$ cat src/rtl/pipeline_pkg.sv
// Shared pipeline types: memory-stage FSM states and the W-stage control bundle.
package pipeline_pkg;

  typedef enum logic [1:0] {
    IDLE      = 2'd0,
    WAIT_GNT  = 2'd1,
    WAIT_DATA = 2'd2
  } mem_state_e;

  localparam logic [4:0] REG_RA = 5'd31;

  // Width-independent part of the W bundle; data words live beside it.
  typedef struct packed {
    logic       reg_write;
    logic       misalign;
    logic       mem_to_reg;
    logic [4:0] write_reg;
  } w_ctrl_t;

endpackage

$ cat src/rtl/mux2.sv
// Generic two-input multiplexer.
module mux2 #(
  parameter int WIDTH = 32
) (
  input  logic             sel_i,
  input  logic [WIDTH-1:0] d0_i,
  input  logic [WIDTH-1:0] d1_i,
  output logic [WIDTH-1:0] y_o
);

  assign y_o = sel_i ? d1_i : d0_i;

endmodule

$ cat src/rtl/writeback_reg.sv
// M/W pipeline register. A bubble clears the write-enable and misalign flags
// and holds every other field.
module writeback_reg
  import pipeline_pkg::*;
#(
  parameter int DATA_WIDTH = 32
) (
  input  logic                  clk_i,
  input  logic                  rst_i,
  input  logic                  bubble_i,
  input  w_ctrl_t               ctrl_i,
  input  logic [DATA_WIDTH-1:0] alu_out_i,
  input  logic                  load_done_i,
  input  logic [DATA_WIDTH-1:0] rdata_i,
  output w_ctrl_t               ctrl_o,
  output logic [DATA_WIDTH-1:0] alu_out_o,
  output logic [DATA_WIDTH-1:0] read_data_o
);

  w_ctrl_t               ctrl_q;
  logic [DATA_WIDTH-1:0] alu_out_q;
  logic [DATA_WIDTH-1:0] read_data_q;

  // NOTE: sequential state uses non-blocking assignments so every register samples pre-edge values.
  always_ff @(posedge clk_i or negedge rst_i) begin
    if (!rst_i) begin
      ctrl_q      <= '0;
      alu_out_q   <= '0;
      read_data_q <= '0;
    end else begin
      if (bubble_i) begin
        ctrl_q.reg_write <= 1'b0;
        ctrl_q.misalign  <= 1'b0;
      end else begin
        ctrl_q    <= ctrl_i;
        alu_out_q <= alu_out_i;
      end
      if (load_done_i) begin
        read_data_q <= rdata_i;
      end
    end
  end

  assign ctrl_o      = ctrl_q;
  assign alu_out_o   = alu_out_q;
  assign read_data_o = read_data_q;

endmodule

$ cat src/rtl/mem_access.sv
// Memory stage: drives the req/gnt/rvalid data port, stalls until the access
// completes and registers the W bundle feeding writeback and forwarding.
module mem_access
  import pipeline_pkg::*;
#(
  parameter int DATA_WIDTH = 32,
  parameter int ADDR_WIDTH = 32
) (
  input  logic                  clk_i,
  input  logic                  rst_i,
  input  logic                  reg_write_m_i,
  input  logic                  mem_write_m_i,
  input  logic                  mem_to_reg_m_i,
  input  logic [DATA_WIDTH-1:0] alu_out_m_i,
  input  logic [DATA_WIDTH-1:0] write_data_m_i,
  input  logic [4:0]            write_reg_m_i,
  output logic                  dmem_req_o,
  output logic                  dmem_we_o,
  output logic [ADDR_WIDTH-1:0] dmem_addr_o,
  output logic [DATA_WIDTH-1:0] dmem_wdata_o,
  input  logic                  dmem_gnt_i,
  input  logic                  dmem_rvalid_i,
  input  logic [DATA_WIDTH-1:0] dmem_rdata_i,
  output logic                  stall_m_o,
  output logic                  misalign_w_o,
  output logic                  reg_write_w_o,
  output logic [4:0]            write_reg_w_o,
  output logic [DATA_WIDTH-1:0] result_w_o
);

  mem_state_e state_q, state_d;

  logic mem_op, misalign, req, load_done, done;

  assign mem_op   = mem_write_m_i | mem_to_reg_m_i;
  assign misalign = mem_op & (alu_out_m_i[1:0] != 2'b00);

  // Gated by reset so the port and the hazard unit see a quiet stage while held in reset.
  assign req = rst_i & (((state_q == IDLE) & mem_op & ~misalign) | (state_q == WAIT_GNT));

  assign load_done = (state_q == WAIT_DATA) & dmem_rvalid_i;
  assign done      = (req & mem_write_m_i & dmem_gnt_i) | load_done;

  always_comb begin
    // NOTE: default assignment first so no path leaves state_d unassigned (no latch).
    state_d = state_q;
    unique case (state_q)
      IDLE: begin
        if (req) begin
          if (dmem_gnt_i) state_d = mem_write_m_i ? IDLE : WAIT_DATA;
          else            state_d = WAIT_GNT;
        end
      end
      WAIT_GNT: begin
        if (dmem_gnt_i) state_d = mem_write_m_i ? IDLE : WAIT_DATA;
      end
      WAIT_DATA: begin
        if (dmem_rvalid_i) state_d = IDLE;
      end
      default: state_d = IDLE;
    endcase
  end

  always_ff @(posedge clk_i or negedge rst_i) begin
    if (!rst_i) state_q <= IDLE;
    else        state_q <= state_d;
  end

  assign dmem_req_o   = req;
  assign dmem_we_o    = mem_write_m_i;
  assign dmem_addr_o  = alu_out_m_i[ADDR_WIDTH-1:0];
  assign dmem_wdata_o = write_data_m_i;
  assign stall_m_o    = rst_i & mem_op & ~misalign & ~done;

  w_ctrl_t               ctrl_m, ctrl_w;
  logic [DATA_WIDTH-1:0] alu_out_w, read_data_w;

  assign ctrl_m = '{reg_write:  reg_write_m_i & ~misalign,
                    misalign:   misalign,
                    mem_to_reg: mem_to_reg_m_i,
                    write_reg:  write_reg_m_i};

  writeback_reg #(.DATA_WIDTH(DATA_WIDTH)) u_writeback_reg (
    .clk_i       (clk_i),
    .rst_i       (rst_i),
    .bubble_i    (stall_m_o),
    .ctrl_i      (ctrl_m),
    .alu_out_i   (alu_out_m_i),
    .load_done_i (load_done),
    .rdata_i     (dmem_rdata_i),
    .ctrl_o      (ctrl_w),
    .alu_out_o   (alu_out_w),
    .read_data_o (read_data_w)
  );

  mux2 #(.WIDTH(DATA_WIDTH)) u_result_mux (
    .sel_i (ctrl_w.mem_to_reg),
    .d0_i  (alu_out_w),
    .d1_i  (read_data_w),
    .y_o   (result_w_o)
  );

  assign misalign_w_o  = ctrl_w.misalign;
  assign reg_write_w_o = ctrl_w.reg_write;
  assign write_reg_w_o = ctrl_w.write_reg;

endmodule

$ cat config.mk
export PLATFORM = sky130hd
export DESIGN_NAME = mem_access
export DESIGN_NICKNAME = d
export VERILOG_FILES = /design/src/rtl/pipeline_pkg.sv /design/src/rtl/mux2.sv /design/src/rtl/writeback_reg.sv /design/src/rtl/mem_access.sv
export SDC_FILE = /design/constraint.sdc
export NUM_CORES = 1
export LEC_CHECK = 0
export ABC_AREA = 1
export CELL_PAD_IN_SITES_DETAIL_PLACEMENT = 1
export CELL_PAD_IN_SITES_GLOBAL_PLACEMENT = 2
export CORE_UTILIZATION = 22
export DETAILED_ROUTE_END_ITERATION = 16
export PLACE_DENSITY_LB_ADDON = 0.08
export SETUP_SLACK_MARGIN = 0.2
export SLEW_MARGIN = 30
export SYNTH_ARGS = -nofsm -noshare
export SYNTH_HDL_FRONTEND = slang
export SYNTH_SLANG_ARGS = --single-unit
export TNS_END_PERCENT = 10
$ cat constraint.sdc
create_clock -name clk_i -period 1.7 [get_ports clk_i]
set_input_delay 0.17 -clock clk_i [delete_from_list [all_inputs] [get_ports clk_i]]
set_output_delay 0.17 -clock clk_i [all_outputs]
set_load 0.01 [all_outputs]
==> results.md <==
- Status: complete, no violations
- 1st-iter DRT viols: a little over 80
- Most frequent CP cell: buf_6
- WHS: approximately 300 ps
- CP Data Required Time: between 1500 and 2000 ps
- DRC viols: 0
- Max-slew violation count: 0
- Largest net degree at the start of global routing: 39
- RSZ-0062 raised after global routing: yes
- Num CTS Buffers: 9
- Antenna diode count: 0
- Mapped Area: a little under 4000 um^2
- Post-DRT Antenna Nets: 0
- I/O Pins: between 200 and 250
- PortBufs: ~150
- Initial Utilization: a little under a quarter
- Critical Path Slowest Stage Cell: dfrtp_2
- DR vias: around 2,900
- Synth cell types: 20
- Pleak: 2.64 nW
- Area of the die: 18,000 um^2
- Post-Syn Instances: around 370
- Period utilisation layout: a little over nine tenths
- Crit path largest cell delay: roughly 450 ps
- WP data arrival: around 1500 ps
- Routed WL per cell: between 15 and 20 um
- Slew margin rel.: 64.8%
- Router iterations before antenna repair: 4
- Most common cell after layout, fill and taps aside: clkdlybuf4s50_1
- Via density: 4.10
- Total track usage: 13.2%
- Fin cells: 696
- Reg clk slew, reported paths: 60 ps
- Fraction of layout cells with a size suffix above 1: between 30% and 40%
- DRT Wirelength: about 11,000 um
- Tmin final: 1650 ps
- Post-DP HPWL: about 7600 um
- Register area: ~1900 um^2
- Clock Skew: between 6 and 7 ps
- Final setup viols: 0
- Synth Net Count: about 470
- Area grow syn2layout: 48.0%
- Post-Syn Area per Cell: 10.5 um^2
- Synth warn: 0
- Fin. Hold Viols: 0
- Register area share after synthesis: 48.1%
- Yosys reg bits: 74
- Multi-input logic area: ~1400 um^2
- Startpoint Class: register
- Crit path cell chain: buf_6 > buf_16 > mux2_4 > buf_6
- Root buf cell: clkbuf_16
- PD cells: ~1100 nW/um^2
- Max Freq: between 600 and 700 MHz
- Worst-case vdd ir drop: around 440 uV
- Cell count after placement: 668
- Initial antenna violation count: 0
- TritonCTS clock tree: yes
- Total power: ~6.3 mW
- Critical path fanouts, max: 5
- # H-tree levels: 3
- Row count: 47
- Global-route wire length before repair: between 15,000 and 20,000 um
- Chip height: around 130 um
- Clk buf depth: 2
- CORE AREA: about 17,000 um^2
- RD Place Congestion: 0.664
- Critical path class: reg2out
- Fill cells: about 1,900
- HP Class: in2async
- Max-cap violation count: 0
- Worst-Margin Slew: between 500 and 600 ps
- Vias in the first global route: roughly 3,100
- Clk_lat worst skew: between 300 and 400 ps
- Clk sink count: 74
- CP endpoint kind: output pin
- GR Overflow Total: 0
- Nets: 579
- Most frequent cells in the layout: 111 x clkdlybuf4s50_1, 77 x nand2_1, 73 x dfrtp_1
- Die W: about 130 um
logic make-up after synthesis:
group                  count (synthesis)  share of synthesized area [%]
buffers and inverters                 95                           17.5
muxes                                 64                           18.7
and+or+nand+nor                      129                           15.0
DFF                                   74                           48.1
AOI/OAI and AO/OA                      4                          0.586
worst paths after layout:
path | from | endpoint | slack, ps | cells after the start
setup reg to reg | state_q[1] | u_writeback_reg.alu_out_o[31] | 200 | 6
hold / removal | rst_i | u_writeback_reg.read_data_o[27] | 310 | 2
min in group clk_i | rst_i | u_writeback_reg.ctrl_o[7] | 330 | 6
max in group asynchronous | rst_i | u_writeback_reg.read_data_o[20] | 420 | 4
hold reg to reg | u_writeback_reg.alu_out_o[30] | u_writeback_reg.alu_out_o[30] | 500 | 2
setup / recovery | u_writeback_reg.ctrl_o[5] | result_w_o[21] | 50 | 4
worst max-delay path: cells and delay by family, from the launching register on:
kind	cells	cell delay [ps]
buf+inv	3	400
mux	1	300
flops	1	450
per-stage QoR:
stage / utilization, % / setup TNS (ps) / worst slack, ps / instance area, um^2
CTS: 32.9 / 0 / 16.4 / 5530
global route: 33.8 / -158 / -12.9 / 5690
finish: 33.8 / 0 / 45.2 / 5690
detailed placement: 30.6 / -5130 / -162 / 5150
global placement: 30.6 / -4930 / -149 / 5150
floorplan: - / 0 / 431 / 3850
synthesized netlist by cell type:
cell type,count,area [um^2]
a21boi_0,1,7.51
and3_1,1,6.26
buf_2,8,40.0
buf_4,66,495
buf_6,8,90.1
clkbuf_1,1,3.75
dfrtp_1,74,1850
inv_1,11,41.3
inv_2,1,3.75
mux2_2,64,721
nand2_1,77,289
nand2_2,2,12.5
nand2_4,1,11.3
nand3_1,37,185
nand3_2,3,30.0
nor2_1,4,15.0
nor2_2,1,6.26
nor2_4,1,11.3
nor3_1,2,10.0
o21ai_0,3,15.0
power by group:
group / switching, mW / internal (mW)
Clock: 0.738 / 1.21
Combinational: 0.689 / 1.23
Sequential: 0.210 / 2.20
Total: 1.64 / 4.64
layout make-up:
type / count / area share [%]
clock buffer: 12 / 4.51
clock inverter: 4 / 0.879
inverter: 12 / 0.791
multi-input combinational: 197 / 24.0
sequential: 74 / 32.6
tap: 220 / 4.84
timing repair buffer: 177 / 32.5
layer usage:
| layer | GRT usage (%) | up-vias | part of all wire, % |
|---|---|---|---|
| li1 | - | 1341 | - |
| met1 | 16.9 | 1404 | 45 |
| met2 | 21.1 | 92 | 47 |
| met3 | 3.33 | 19 | 6.3 |
| met4 | 5.87 | 0 | 1.7 |
| met5 | 0 | - | 0 |
sequential cells by signal, indices dropped and copies added (netlist names):
name	cells
state_q	2
u_writeback_reg.read_data_o	32
u_writeback_reg.ctrl_o	8
u_writeback_reg.alu_out_o	32
repair_timing:
action / CTS / global route
resized for setup: 142 / 47
setup buffers: 10 / 0
hold buffers: 1 / 0
gates cloned: 1 / 0
setup endpoints to repair: 71 / 136
hold endpoints to repair: 36 / 0
No activity file was read; power rests on OpenSTA's default activity.
